`config.mk`:
```
export PLATFORM = sky130hd
export DESIGN_NAME = weight_fifo
export DESIGN_NICKNAME = d
export VERILOG_FILES = /design/src/rtl/weight_fifo.sv
export SDC_FILE = /design/constraint.sdc
export NUM_CORES = 2
export LEC_CHECK = 0
export ABC_AREA = 1
export CAP_MARGIN = 30
export CORE_MARGIN = 2
export CORE_UTILIZATION = 25
export DETAILED_ROUTE_END_ITERATION = 12
export RECOVER_POWER = 50
export SLEW_MARGIN = 20
export SYNTH_ARGS = -nofsm -noshare
export SYNTH_HDL_FRONTEND = slang
export SYNTH_SLANG_ARGS = --single-unit
```
`constraint.sdc`:
```
create_clock -name clk -period 5.2 [get_ports clk]
set_input_delay 1.3 -clock clk [delete_from_list [all_inputs] [get_ports clk]]
set_output_delay 1.3 -clock clk [all_outputs]
set_load 0.02 [all_outputs]
```
`src/rtl/weight_fifo.sv`:
```
// Per-lane weight staging buffer feeding the systolic array weight inputs.
// Each lane is an independent shift register with occupancy tracking and head recirculation.
module weight_fifo #(
   parameter int DATA_WIDTH  = 8,
   parameter int FIFO_INPUTS = 16,
   parameter int FIFO_DEPTH  = 16
) (
   input  logic                              clk,
   input  logic                              reset,
   input  logic [FIFO_INPUTS-1:0]            en,
   input  logic                              weight_write,
   input  logic                              recirculate,
   input  logic [FIFO_INPUTS*DATA_WIDTH-1:0] din,
   output logic [FIFO_INPUTS*DATA_WIDTH-1:0] dout,
   output logic [FIFO_INPUTS-1:0]            lane_full,
   output logic                              all_full,
   output logic                              any_empty,
   output logic                              overflow
);

   localparam int CNT_WIDTH = $clog2(FIFO_DEPTH) + 1;
   localparam logic [CNT_WIDTH-1:0] FULL_CNT = CNT_WIDTH'(FIFO_DEPTH);
   localparam logic [CNT_WIDTH-1:0] ONE_CNT  = CNT_WIDTH'(1);

   logic [FIFO_INPUTS-1:0] push_s;
   logic [FIFO_INPUTS-1:0] full_s;
   logic [FIFO_INPUTS-1:0] empty_s;
   logic [FIFO_INPUTS-1:0] ovf_hit_s;
   logic                   overflow_r;

   assign push_s = en & {FIFO_INPUTS{weight_write}};

   for (genvar i = 0; i < FIFO_INPUTS; i++) begin : g_lane
      logic [DATA_WIDTH-1:0] stage_r [FIFO_DEPTH];
      logic [CNT_WIDTH-1:0]  count_r;

      // Lane shift register and saturating occupancy counter
      always_ff @(posedge clk) begin
         if (reset) begin
            for (int k = 0; k < FIFO_DEPTH; k++) begin
               stage_r[k] <= '0;
            end
            count_r <= '0;
         end else if (push_s[i]) begin
            stage_r[0] <= recirculate ? stage_r[FIFO_DEPTH-1]
                                      : din[i*DATA_WIDTH +: DATA_WIDTH];
            for (int k = 1; k < FIFO_DEPTH; k++) begin
               stage_r[k] <= stage_r[k-1];
            end
            // Recirculation rotates in place, so occupancy only grows on fresh loads
            if (!recirculate && (count_r != FULL_CNT)) begin
               count_r <= count_r + ONE_CNT;
            end else begin
               count_r <= count_r;
            end
         end else begin
            count_r <= count_r;
         end
      end

      assign dout[i*DATA_WIDTH +: DATA_WIDTH] = stage_r[FIFO_DEPTH-1];
      assign full_s[i]    = (count_r == FULL_CNT);
      assign empty_s[i]   = (count_r == '0);
      assign ovf_hit_s[i] = push_s[i] & ~recirculate & full_s[i];
   end

   // Sticky overflow: a fresh push into a full lane discards that lane's head word
   always_ff @(posedge clk) begin
      if (reset) begin
         overflow_r <= 1'b0;
      end else if (|ovf_hit_s) begin
         overflow_r <= 1'b1;
      end else begin
         overflow_r <= overflow_r;
      end
   end

   assign lane_full = full_s;
   assign all_full  = &full_s;
   assign any_empty = |empty_s;
   assign overflow  = overflow_r;

endmodule

```
### Word-level counts from Yosys, hierarchy flattened

Memory sizes are Yosys's and may differ from the RTL's.
Cells that the tools add are included.

| word-level totals | value |
|---|---|
| bits in registers | 81 |
| memory bits (writable) | 2048 |
| bits of input ports | 148 |
| output and inout bits | 147 |
| logic and storage cells | 745 |
| memories | 16 |

Memory list:

| name | words | bits a word | read ports | clocked after Yosys merged registers in | write ports | line | text |
|---|---|---|---|---|---|---|---|
| g_lane[0].stage_r | 16 | 8 | 16 | 0 | 16 | 34 | `logic [DATA_WIDTH-1:0] stage_r [FIFO_DEPTH];` |
| g_lane[10].stage_r | 16 | 8 | 16 | 0 | 16 | 34 |  |
| g_lane[11].stage_r | 16 | 8 | 16 | 0 | 16 | 34 |  |
| g_lane[12].stage_r | 16 | 8 | 16 | 0 | 16 | 34 |  |
| g_lane[13].stage_r | 16 | 8 | 16 | 0 | 16 | 34 |  |
| g_lane[14].stage_r | 16 | 8 | 16 | 0 | 16 | 34 |  |
| +10 memories | -- | -- | -- | -- | -- | -- |  |

| cells by class | value |
|---|---|
| $add $sub $neg | 16 |
| equality and inequality tests | 32 |
| muxes and demuxes | 322 |
| bitwise logic cells | 290 |
| reduce and logical (&&, ||, !) cells | 52 |

Operators by type and width:

| cell | number |
|---|---|
| 2-to-1 mux 8 bit | 272 |
| bitwise OR 1 bit | 256 |
| adder 5 x 1 -> 5 bit (second input constant) | 16 |
| equality test 5 bit (second input constant) | 16 |
| zero test 5 bit | 16 |
| inequality test 5 bit (second input constant) | 16 |
| 2-to-1 mux 1 bit | 50 |
| bitwise AND 1 bit | 32 |
| AND reduction 2 bit | 16 |
| OR reduction 16 bit | 2 |
| bitwise AND 16 bit | 1 |
| logical AND 1 bit | 16 |
| AND reduction 16 bit | 1 |
| zero test 1 bit | 1 |
| NOT 1 bit | 1 |

### Depth between registers and ports, before layout

| depth | value |
|---|---|
| depth in word-level cells | 5 |
| mapped depth | 11 |
| mapped depth without buffers | 10 |

### Worst setup path after synthesis

OpenSTA, ideal clock, no wires.

| timing | value |
|---|---|
| path kind | input to register |
| from | input port reset |
| to | memory g_lane[7].stage_r[0][0] (enable) |
| library setup time | 1.115 ns |
| data arrival time | 4.075 ns |
| required time | 4.085 ns |
| path slack | 0.010 ns |
| cell stages on the path | 4 |
| buffers on the path | 2 |
| cell sequence | inv_1 -> clkbuf_1 -> clkbuf_1 -> nand2_1 |

RTL lines:

| item | line | text |
|---|---|---|
| start, declared | 9 | `input logic reset,` |
| end, declared | 34 |  |

==> results.md <==
* Status: finished, violations left
* Failing checks: capacitance limit, slew limit
* Worst hold path type: reg -> reg
* RSZ-0062 raised after global routing: false
* Worst setup SP type: primary input
* 1st-iter DRT viols at 3379
* Port bufs at 294
* Crit. Startpoint: weight_write
* CP max FO at 72
* Die area at 345000 um^2
* Largest net degree at the start of global routing at 129
* Cell Area, Synth at 85100 um^2
* Final Skew at 0.0604 ns
* Max-slew violation count at about 1400
* Post-CTS setup buffer count at 0
* Async SR Flop Fraction at 0
* F_max at 0.222 GHz
* CP Data Required Time at 5.75 ns
* Area leader, netlist: edfxtp_1
* CTS tree: yes
* Slew @ Worst Pin at 3.12 ns
* Die span in x at roughly 590 um
* R2r startpoint: g_lane[13].count_r[0]$_SDFFE_PP0P_
* Top_reg_cell synth: edfxtp_1
* Final GP Congestion at 0.730
* Pwr Density at 389 nW/um^2
* Setup Viol. Count Final at 0
* Hpwl dp at slightly below 90000 um
* Starting Density at 0.251
* Clock Sinks at roughly 2100
* Cts bufs inserted at ~230
* Post-cts hold buffer count at 0
* Layout area overhead at 17.4%
* Post-Route WL at 151000 um
* Crit path to: g_lane[4].stage_r[1][49]$_SDFFCE_PP0P_
* Footprint of the multi-input gates at 11600 um^2
* CTS root buf: clkbuf_16
* Final Critical Period at 4.51 ns
* Area of placed instances at 92700 um^2
* Cells after synthesis at 7585
* Clk buf depth at 4
* Worst Hold Slack at 0.484 ns
* CTS clock-pin slew for the worst setup and hold paths at 0.06 ns
* Die height at 588 um
* H-tree depth at 4
* Syn avg cell area at 11.2 um^2
* Wire per inst at 12.0 um
* Cts repair resizes at 0
* FF/Latch Area at between 60000 and 70000 um^2
* Critical path endpoint category: flip-flop
* Mapped Nets at roughly 7800
* Post-synthesis sequential area ratio at 0.741
* Filler cell count at between 30000 and 40000
* Area share of the largest cell type after synthesis at 0.722
* Flops & latches, synth at 2129
* IO Count at ~300
* Worst-skew pair later-pin latency at 0.90 ns
* Yosys Warn Count at 0
* Fin. Hold Viols at 0
* Crit share post-route at 0.867
* R2R depth at 10
* Most frequent cell after synthesis: inv_1
* Reg-to-Reg End: g_lane[13].count_r[4]$_SDFFE_PP0P_
* CP arrival at around 5.1 ns
* Core Area at 340000 um^2
* Proportion of layout cells with a drive suffix above 1 at 0.0562
* Fin nets at ~8000
* Routed Antenna Nets at 0
* Leakage at 41.3 nW
* Via density at between 3 and 4
* Crit Path Category: in -> reg
* TritonRoute pass-1 iters at 5
* Antenna violations before repair at 4
* Setup TNS at 0 ns
* Overall routing resource usage at 0.0848
* Via Count at 45900
* Drt drc at 0
* Area contributors post-synth: edfxtp_1 72%, inv_1 9.5%, nor2_1 8.8%
* Num rows at 214
* Number of global-route vias before repair at 43900
* Rel. slew slack at -1.08
* First-pass GRT wire length at 238000 um
* Reg2reg setup slack at 3.57 ns
* Post-synth EDFFs at between 2000 and 2500
* Commonest cells post-synth: 2156 x inv_1, 2048 x edfxtp_1, 1994 x nor2_1, 651 x nand2_1, 188 x buf_2
* Max_cap viols at 23
* Worst IR Drop VDD at 0.294 mV
* Yosys cell types at 25
* GR Overflow Total at 0
* Post-route cell area at 100000 um^2
[layout by cell type, fill, tap and decap left out, types with 48 or more instances in the layout]
master and n:
a21oi_1 65, clkbuf_1 48, clkbuf_16 235, clkdlybuf4s50_1 291, clkinv_1 51, clkinv_2 51
dfxtp_1 81, edfxtp_1 2048, inv_1 2168, nand2_1 655, nor2_1 2013, o21ai_0 50
[area by class of cell]
class,instances,area share
Multi-Input combinational cell,2908,0.116
Tap cell,4536,0.0568
Clock inverter,164,0.0167
Inverter,2179,0.0819
Sequential cell,2129,0.631
Clock buffer,265,0.0599
Timing Repair Buffer,378,0.0373
Antenna cell,1,0.0000250
[power breakdown]
part           switching, W  internal [W]  leakage (nW)
logic               0.00137      0.000604          15.1
registers          0.000331        0.0200          22.5
clock network       0.00693       0.00959          3.73
[registers in the layout, indices dropped and copies added, names as in the netlist]
| signal | cells |
|---|---|
| g_lane.stage_r | 2048 |
| g_lane.count_r | 80 |
| overflow | 1 |
[metrics by stage]
step / worst slack (ns) / util / instances / total power [W]
finish: 0.690 / 0.294 / 12600 / 0.0389
global route: 0.337 / 0.294 / 12600 / 0.0405
CTS: 0.600 / 0.296 / 12600 / 0.0395
detailed placement: 1.06 / 0.273 / 12100 / 0.0228
global placement: 0.998 / 0.273 / 12100 / 0.0227
floorplan: 0.00978 / - / 7585 / 0.0221
[how the worst min path moves through the flow]
stage,start,endpoint,cells after the start
after floorplan,g_lane[7].count_r[2]$_SDFFE_PP0P_,g_lane[7].count_r[2]$_SDFFE_PP0P_,2
after global placement,g_lane[7].count_r[2]$_SDFFE_PP0P_,g_lane[7].count_r[2]$_SDFFE_PP0P_,2
after detailed placement,g_lane[7].count_r[2]$_SDFFE_PP0P_,g_lane[7].count_r[2]$_SDFFE_PP0P_,2
after CTS,g_lane[8].stage_r[1][33]$_SDFFCE_PP0P_,g_lane[8].stage_r[1][41]$_SDFFCE_PP0P_,2
after global routing,g_lane[8].stage_r[1][33]$_SDFFCE_PP0P_,g_lane[8].stage_r[1][41]$_SDFFCE_PP0P_,2
final,g_lane[8].stage_r[1][33]$_SDFFCE_PP0P_,g_lane[8].stage_r[1][41]$_SDFFCE_PP0P_,2
[worst max-delay path, cell delays in order]
cell and delay (ns):
buf_2 0.23, clkbuf_1 1.01, nand2_1 0.50, nand2_1 1.45, buf_12 0.44
[routing by layer]
layer  up-vias  wire length [um]  global-route usage
met2       605             70200               0.139
met3       275              6890              0.0168
met4         0              4700              0.0297
met5         -                 0                   0
li1      23300                 -                   -
met1     21700             68900               0.112
[kinds of logic after synthesis]
logic type,share of synthesized area
DFF,0.741
buffers and inverters,0.121
adders and majority gates,0.00470
and+or+nand+nor,0.126
AOI/OAI and AO/OA,0.00726
(Power assumes the default switching activity.)
